### src/rtl/rb_dump_unit_pkg.sv
// Shared definitions for the register-bank dump unit: FSM encoding and
// word/byte geometry helpers.
package rb_dump_unit_pkg;

    typedef enum logic [2:0] {
        ST_IDLE  = 3'd0,
        ST_REQ   = 3'd1,
        ST_LATCH = 3'd2,
        ST_SEND  = 3'd3,
        ST_DONE  = 3'd4
    } dump_state_t;

    function automatic int bytes_per_word(input int nb_data, input int nb_byte);
        return nb_data / nb_byte;
    endfunction

    localparam int BYTES_PER_WORD = bytes_per_word(32, 8);

endpackage

### src/rtl/rb_dump_unit_serializer.sv
// Holds one bank word and presents it a byte at a time, most significant
// byte first, with a flag marking the final byte of the word.
module word_byte_serializer
    import rb_dump_unit_pkg::*;
#(
    parameter int NB_DATA = 32,
    parameter int NB_BYTE = 8
) (
    input  logic               i_clock,
    input  logic               i_reset,
    input  logic               i_load,
    input  logic [NB_DATA-1:0] i_word,
    input  logic               i_advance,
    output logic [NB_BYTE-1:0] o_byte,
    output logic               o_last
);

    localparam int BPW    = bytes_per_word(NB_DATA, NB_BYTE);
    localparam int NB_CNT = (BPW > 1) ? $clog2(BPW) : 1;
    localparam logic [NB_CNT-1:0] LAST_CNT = NB_CNT'(BPW - 1);

    logic [NB_DATA-1:0] r_word;
    logic [NB_CNT-1:0]  r_cnt;
    logic [NB_DATA-1:0] w_shifted;

    always_ff @(posedge i_clock) begin
        if (i_reset) begin
            r_word <= '0;
            r_cnt  <= '0;
        end else if (i_load) begin
            r_word <= i_word;
            r_cnt  <= '0;
        end else if (i_advance && !o_last) begin
            r_cnt  <= r_cnt + 1'b1;
        end
    end

    // Left-shift brings the selected byte to the top, giving MSB-first order.
    assign w_shifted = r_word << (r_cnt * NB_BYTE);
    assign o_byte    = w_shifted[NB_DATA-1 -: NB_BYTE];
    assign o_last    = (r_cnt == LAST_CNT);

endmodule

### src/rtl/rb_dump_unit.sv
// Dumps the whole register bank over a byte-wide ready/valid stream:
// FSM plus register index counter; byte handling lives in the serializer.
module rb_dump_unit
    import rb_dump_unit_pkg::*;
#(
    parameter int NB_DATA    = 32,
    parameter int NB_ADDR    = 5,
    parameter int BANK_DEPTH = 32,
    parameter int NB_BYTE    = 8
) (
    input  logic               i_clock,
    input  logic               i_reset,
    input  logic               i_start,
    output logic               o_rb_enable,
    output logic               o_rb_read_enable,
    output logic [NB_ADDR-1:0] o_rb_read_address,
    input  logic [NB_DATA-1:0] i_rb_data,
    output logic [NB_BYTE-1:0] o_tx_data,
    output logic               o_tx_valid,
    input  logic               i_tx_ready,
    output logic               o_busy,
    output logic               o_done
);

    localparam logic [NB_ADDR-1:0] LAST_IDX = NB_ADDR'(BANK_DEPTH - 1);

    dump_state_t        r_state;
    dump_state_t        w_next_state;
    logic [NB_ADDR-1:0] r_index;
    logic               w_idx_clr;
    logic               w_idx_inc;
    logic               w_load;
    logic               w_advance;
    logic               w_last;

    always_ff @(posedge i_clock) begin
        if (i_reset) begin
            r_state <= ST_IDLE;
            r_index <= '0;
        end else begin
            r_state <= w_next_state;
            if (w_idx_clr) begin
                r_index <= '0;
            end else if (w_idx_inc) begin
                r_index <= r_index + 1'b1;
            end
        end
    end

    always_comb begin
        w_next_state     = r_state;
        w_idx_clr        = 1'b0;
        w_idx_inc        = 1'b0;
        w_load           = 1'b0;
        w_advance        = 1'b0;
        o_rb_enable      = 1'b0;
        o_rb_read_enable = 1'b0;
        o_tx_valid       = 1'b0;
        o_done           = 1'b0;
        case (r_state)
            ST_IDLE: begin
                if (i_start) begin
                    w_idx_clr    = 1'b1;
                    w_next_state = ST_REQ;
                end
            end
            ST_REQ: begin
                o_rb_enable      = 1'b1;
                o_rb_read_enable = 1'b1;
                w_next_state     = ST_LATCH;
            end
            ST_LATCH: begin
                w_load       = 1'b1;
                w_next_state = ST_SEND;
            end
            ST_SEND: begin
                o_tx_valid = 1'b1;
                if (i_tx_ready) begin
                    if (!w_last) begin
                        w_advance = 1'b1;
                    end else if (r_index == LAST_IDX) begin
                        w_next_state = ST_DONE;
                    end else begin
                        w_idx_inc    = 1'b1;
                        w_next_state = ST_REQ;
                    end
                end
            end
            ST_DONE: begin
                o_done       = 1'b1;
                w_next_state = ST_IDLE;
            end
            default: begin
                w_next_state = ST_IDLE;
            end
        endcase
    end

    // Address comes straight from the index register, so it holds in every state.
    assign o_rb_read_address = r_index;
    assign o_busy            = (r_state != ST_IDLE);

    word_byte_serializer #(
        .NB_DATA (NB_DATA),
        .NB_BYTE (NB_BYTE)
    ) u_serializer (
        .i_clock   (i_clock),
        .i_reset   (i_reset),
        .i_load    (w_load),
        .i_word    (i_rb_data),
        .i_advance (w_advance),
        .o_byte    (o_tx_data),
        .o_last    (w_last)
    );

endmodule

### config.mk
export PLATFORM = sky130hd
export DESIGN_NAME = rb_dump_unit
export DESIGN_NICKNAME = d
export VERILOG_FILES = /design/src/rtl/rb_dump_unit_pkg.sv /design/src/rtl/rb_dump_unit_serializer.sv /design/src/rtl/rb_dump_unit.sv
export SDC_FILE = /design/constraint.sdc
export NUM_CORES = 1
export LEC_CHECK = 0
export ABC_AREA = 1
export CORE_MARGIN = 5
export CORE_UTILIZATION = 47
export DETAILED_ROUTE_END_ITERATION = 6
export PLACE_DENSITY_LB_ADDON = 0.08
export SLEW_MARGIN = 20
export SYNTH_ARGS = -nofsm -noshare
export SYNTH_HDL_FRONTEND = slang
export SYNTH_SLANG_ARGS = --single-unit
### constraint.sdc
create_clock -name i_clock -period 1.9 [get_ports i_clock]
set_input_delay 0.38 -clock i_clock [delete_from_list [all_inputs] [get_ports i_clock]]
set_output_delay 0.38 -clock i_clock [all_outputs]
set_load 0.01 [all_outputs]
==> flow_metrics.py, run 1 <==
metrics = {
    "status": {
        "outcome": "finished, final reports clean",
    },
    "synth": {
        "syn_avg_cell_area_um2": 7.40,
        "synthTopCellsByArea": "dfxtp_1, nand2_1, a21oi_1",
        "ys_warn_count": 0,
        "yosysSeqAreaShare_pct": 42.9,
        "syn_inst": 265,
        "netlist_area_mm2": 0.00196,
        "synth_top_cell_by_area": "dfxtp_1",
        "synth_seq_cells": 42,
        "synth_top_family_by_area": "simple AND/OR/NAND/NOR gates",
        "syn-num-nets": 304,
        "synth_mux_area_share_pct": 0,
        "yosys.area_share.simple_pct": 27.6,
        "synth_compound_area_share_pct": 18.4,
        "yosysUniqueCellTypes": 23,
        "yosys.area_share.adder_pct": 1.91,
        "netlist.area_leader.share_pct": 42.9,
        "synth_xor_area_share_pct": 0.447,
    },
    "clock_tree": {
        "numCtsBuffers": 5,
        "cts_root_buffer": "clkbuf_8",
        "cts.htree.levels": 2,
        "postCtsSetupBuffers": 0,
        "worstSkewPairLatency_ns": 0.29,
        "cts_max_path_buffers": 2,
        "cts.reportedPaths.clkPinSlew_ns": 0.08,
        "ctsHoldBuffers": 0,
        "clock-sinks": 42,
        "cts_tree": "done",
    },
    "placed_design": {
        "io_buffer_count": 53,
        "dp_slack_ns": 0.0981,
        "place.gp.congestion": 0.840,
        "dp.cells": 358,
        "place_hpwl_um": 3520,
    },
    "global_route": {
        "grt_pass1_wl_um": 8050,
        "track_usage_pct": 18.5,
        "antenna_found_initial": 0,
        "grt_pass1_vias": 1831,
        "grt_max_degree": 36,
        "grt_overflow": 0,
    },
    "timing": {
        "period_minus_slack_ns": 1.85,
        "finalHoldWorstSlack_ns": 0.465,
        "skew_ns": 0.00367,
        "setup_violations": 0,
        "clock.fmax_mhz": 541,
        "setup_tns_ns": 0,
        "fin_ws_ns": 0.0506,
        "finalMaxSlewViolations": 0,
        "rsz0062_at_grt": "false",
        "hold_viol": 0,
        "finalCritPeriodShare_pct": 97.3,
        "slew_headroom_pct": 74.4,
        "worst_pin_slew_ns": 0.382,
    },
    "routing": {
        "wl_per_cell_um": 13.3,
        "num_vias": 1925,
        "drt-total-wl_um": 4850,
        "antenna_left": 0,
        "drc": 0,
        "via_per_inst": 5.26,
        "drtPass1Iterations": 4,
        "drt_iter0_markers": 113,
    },
    "die": {
        "io_pins": 54,
        "dieArea_mm2": 0.00556,
        "core-area_mm2": 0.00403,
        "num_rows": 23,
        "initial_core_util_pct": 48.7,
        "die_w_um": 74.6,
        "fp.dieH_um": 74.6,
    },
    "setup_path": {
        "start_kind": "register",
        "cp-end-kind": "output port",
        "slowest_delay_ns": 0.56,
        "path_cells": "inv_2 > nand3_1 > clkdlybuf4s50_1",
        "cp_max_fo": 5,
        "crit_slowest_cell": "clkdlybuf4s50_1",
        "cp_data_arrival_time_ns": 1.47,
        "required_ns": 1.52,
        "crit_type": "reg2out",
    },
    "layout": {
        "final_common_cell": "nand2_1",
        "final_core_util_pct": 65.5,
        "syn_to_final_growth_pct": 34.5,
        "n_antenna_cell": 0,
        "finalNetCount": 354,
        "layout_common_cells": "nand2_1, clkdlybuf4s50_1, a21oi_1, dfxtp_1, nand3_1",
        "drive_gt1_share_pct": 9.18,
        "fin_cells": 366,
    },
    "flow_run": {
        "drv_cap": 0,
    },
    "pwr": {
        "power_density_mw_per_mm2": 1030,
        "ir_drop_v": 0.000580,
        "p_leak_nw": 1.15,
    },
    "worst_hold_path": {
        "hold_class": "reg2reg",
    },
}
## stage by stage
step	instance area, µm²	power (mW)
detailed placement	2490	2.05
finish	2640	2.71
global placement	2490	2.04
floorplan	1960	1.75
CTS	2610	2.74
global route	2640	2.87
## final cells by class
cell class	count	area [µm²]
Clock buffer	7	76.3
Clock inverter	1	30.0
Fill cell	389	1390
Inverter	13	51.3
Tap cell	50	62.6
Sequential cell	42	846
Timing Repair Buffer	61	617
Multi-Input combinational cell	192	955
## report_power, final
group / internal, mW / switching (mW) / leakage [nW]
Clock: 0.393 / 0.303 / 0.0524
Sequential: 1.02 / 0.0923 / 0.343
Combinational: 0.379 / 0.530 / 0.754
## per-layer routing
layer | up-vias | global-route usage (%) | routed length [µm]
met1 | 877 | 23.3 | 2270
met2 | 41 | 31.6 | 2280
met4 | 0 | 5.93 | 55
met3 | 7 | 3.92 | 248
li1 | 1000 | - | -
met5 | - | 0 | 0
## flip-flops by register name (all words and copies together) (netlist names)
| register | cells |
|---|---|
| u_serializer.r_word | 32 |
| o_rb_read_address | 5 |
| r_state | 3 |
| u_serializer.r_cnt | 2 |
## logic make-up after synthesis
family,after synthesis
AND/OR/NAND/NOR,121
adder cells (fa/ha/maj),3
AO/OA/AOI/OAI,67
buffers and inverters,31
flip-flops,42
XOR/XNOR,1
## critical path: cells and delay by family (launching register included)
family / cells / cell delay [ns]
buf+inv: 2 / 0.64
flops: 1 / 0.40
simple gates: 1 / 0.14
## synth_stat cells, drive strengths merged
master and number:
nand4 4, nand3 38, nor3 2, dfxtp 42
and3 1, nand2 55, o22ai 8, o21ai 18
clkbuf 4, buf 14, ha 3, a21oi 40
nor2 21, inv 13, a31oi 1, xor2 1
## what timing repair did
item,4_1_cts,5_1_grt
hold endpoints to repair,0,0
endpoints found under the setup margin,13,11
pin swaps,0,0
cloned,0,0
resized for setup,7,13
## worst paths after layout
path                            from                       to  slack (ns)  cells past startpoint
min          u_serializer.r_word[11]  u_serializer.r_word[11]        0.47                      2
min reg2reg  u_serializer.r_word[11]  u_serializer.r_word[11]        0.47                      2
max                       r_state[2]                   o_busy        0.05                      3
max reg2reg     o_rb_read_address[1]     o_rb_read_address[4]        0.26                      8
(Power assumes the default switching activity.)
==> run 2, diff against run 1 <==
--- a/config.mk
+++ b/config.mk
@@ -10,7 +10,6 @@
 export CORE_UTILIZATION = 47
 export DETAILED_ROUTE_END_ITERATION = 6
 export PLACE_DENSITY_LB_ADDON = 0.08
-export SLEW_MARGIN = 20
 export SYNTH_ARGS = -nofsm -noshare
 export SYNTH_HDL_FRONTEND = slang
 export SYNTH_SLANG_ARGS = --single-unit
==> results of run 2 <==
The final DEF is identical to that of run 1; final timing and power are the same.
==> run 3, diff against run 2 <==
--- a/config.mk
+++ b/config.mk
@@ -7,7 +7,8 @@
 export LEC_CHECK = 0
 export ABC_AREA = 1
 export CORE_MARGIN = 5
-export CORE_UTILIZATION = 47
+export CORE_UTILIZATION = 30
+export CTS_CLUSTER_SIZE = 40
 export DETAILED_ROUTE_END_ITERATION = 6
 export PLACE_DENSITY_LB_ADDON = 0.08
 export SYNTH_ARGS = -nofsm -noshare
==> constraint.sdc (replaced) <==
create_clock -name i_clock -period 2 [get_ports i_clock]
set_input_delay 0.4 -clock i_clock [delete_from_list [all_inputs] [get_ports i_clock]]
set_output_delay 0.4 -clock i_clock [all_outputs]
set_load 0.01 [all_outputs]
==> flow_metrics.py, run 3 (same netlist as run 1, synthesis figures left out) <==
metrics = {
    "timing": {
        "slew_headroom_pct": 70.7,
        "clock.fmax_mhz": 525,
        "rsz0062_at_grt": "false",
        "setup_violations": 0,
        "setup_tns_ns": 0,
        "skew_ns": 0.00476,
        "period_minus_slack_ns": 1.91,
        "finalHoldWorstSlack_ns": 0.463,
        "worst_pin_slew_ns": 0.436,
        "finalMaxSlewViolations": 0,
        "finalCritPeriodShare_pct": 95.3,
        "hold_viol": 0,
    },
    "setup_path": {
        "cp_max_fo": 5,
        "reg2regPathDepth": 8,
        "cp-end-kind": "output port",
        "reg2reg_from": "o_rb_read_address[0]",
        "timing.rr.end": "o_rb_read_address[2]",
        "path_cells": "inv_2 > nor3_1 > clkdlybuf4s50_1",
        "required_ns": 1.60,
        "start_kind": "register",
        "crit_slowest_cell": "clkdlybuf4s50_1",
        "reg2reg_slack_ns": 0.34,
        "slowest_delay_ns": 0.57,
        "crit_type": "reg2out",
        "cp_data_arrival_time_ns": 1.51,
    },
    "routing": {
        "drtPass1Iterations": 4,
        "via_per_inst": 4.91,
        "drt_iter0_markers": 86,
        "wl_per_cell_um": 14.3,
        "drt-total-wl_um": 5570,
        "num_vias": 1921,
        "antenna_left": 0,
        "drc": 0,
    },
    "global_route": {
        "grt_pass1_wl_um": 9540,
        "track_usage_pct": 14.1,
        "grt_overflow": 0,
        "grt_max_degree": 36,
        "antenna_found_initial": 0,
        "grt_pass1_vias": 1897,
    },
    "die": {
        "die_w_um": 90.8,
        "num_rows": 29,
        "fp.dieH_um": 90.8,
        "dieArea_mm2": 0.00825,
        "io_pins": 54,
        "core-area_mm2": 0.00635,
        "initial_core_util_pct": 30.9,
    },
    "flow_run": {
        "drv_cap": 0,
    },
    "placed_design": {
        "postPlaceCellArea_mm2": 0.00251,
        "dp.cells": 383,
        "place_hpwl_um": 3830,
        "io_buffer_count": 53,
        "place.gp.congestion": 0.784,
    },
    "layout": {
        "largest_reg_flops": 32,
        "final_core_util_pct": 41.1,
        "syn_to_final_growth_pct": 33.2,
        "design_area_mm2": 0.00261,
        "top_register": "u_serializer.r_word",
        "fillers": 657,
        "layout_common_cells": "nand2_1, clkdlybuf4s50_1, a21oi_1, dfxtp_1, nand3_1",
        "drive_gt1_share_pct": 8.92,
        "finalNetCount": 352,
        "final_common_cell": "nand2_1",
        "multi_input_area_um2": 955,
        "n_antenna_cell": 0,
        "seq_area_um2": 846,
        "fin_cells": 391,
    },
    "worst_hold_path": {
        "hold_start": "u_serializer.r_word[19]",
        "hold_class": "reg2reg",
        "hold_depth": 2,
        "min_to": "u_serializer.r_word[19]",
    },
    "pwr": {
        "pwr-share-seq_pct": 42.8,
        "power_density_mw_per_mm2": 944,
        "sw_frac_of_total_pct": 36.0,
        "p_leak_nw": 1.02,
        "p_switching_uw": 887,
        "ir_drop_v": 0.000423,
        "power_frac_comb_pct": 34.4,
        "clkPwrFrac_pct": 22.7,
        "internal_power_mw": 1.58,
    },
    "clock_tree": {
        "numCtsBuffers": 5,
        "cts.htree.levels": 2,
        "clock-sinks": 42,
        "cts_root_buffer": "clkbuf_8",
        "cts_max_path_buffers": 2,
        "ctsHoldBuffers": 0,
        "worstSkewPairLatency_ns": 0.29,
        "postCtsSetupBuffers": 0,
        "cts.reportedPaths.clkPinSlew_ns": 0.08,
        "cts_tree": "done",
    },
    "status": {
        "outcome": "finished, final reports clean",
    },
}
run 3: critical path: cells and delay by family (launching register included):
family                 cells  cell delay (ns)
buffers and inverters      2             0.65
DFF                        1             0.41
and+or+nand+nor            1             0.16
run 3: repair_timing:
action / CTS / global route
gates resized for setup: 15 / 4
hold endpoints to repair: 0 / 0
endpoints found under the setup margin: 12 / 3
run 3: routing by layer:
layer | vias up | GRT usage [%] | routed length [µm]
met2 | 49 | 21.2 | 2350
met1 | 873 | 19.4 | 2890
li1 | 995 | - | -
met4 | 0 | 4.52 | 57
met5 | - | 0 | 0
met3 | 4 | 4.00 | 275
run 3: worst max-delay path by stage:
stage,start,to
CTS,r_state[0],o_tx_valid
global placement,u_serializer.r_cnt[1],o_tx_data[1]
detailed placement,u_serializer.r_cnt[1],o_tx_data[1]
finish,r_state[2],o_done
floorplan,o_rb_read_address[0],o_rb_read_address[0]
global route,r_state[2],o_done
run 3: cell type report:
type	count	area share (%)
Multi-Input combinational cell	192	36.5
Clock inverter	1	0.192
Tap cell	77	3.69
Sequential cell	42	32.4
Inverter	13	1.96
Clock buffer	7	3.30
Timing Repair Buffer	59	21.9
run 3: through the flow:
stage               total power, mW  setup WS, ns
global placement               1.95         0.132
finish                         2.47        0.0948
floorplan                      1.67         0.477
global route                   2.65        0.0183
detailed placement             1.96         0.105
CTS                            2.50       0.00380
run 3: power by group through the flow:
stage / registers (mW) / logic, mW / clock network, mW
2_1_floorplan: 1.03 / 0.631 / 0
3_3_place_gp: 1.07 / 0.882 / 0
3_5_place_dp: 1.07 / 0.889 / 0
4_1_cts: 1.05 / 0.870 / 0.580
5_1_grt: 1.07 / 0.958 / 0.615
6_report: 1.06 / 0.849 / 0.560
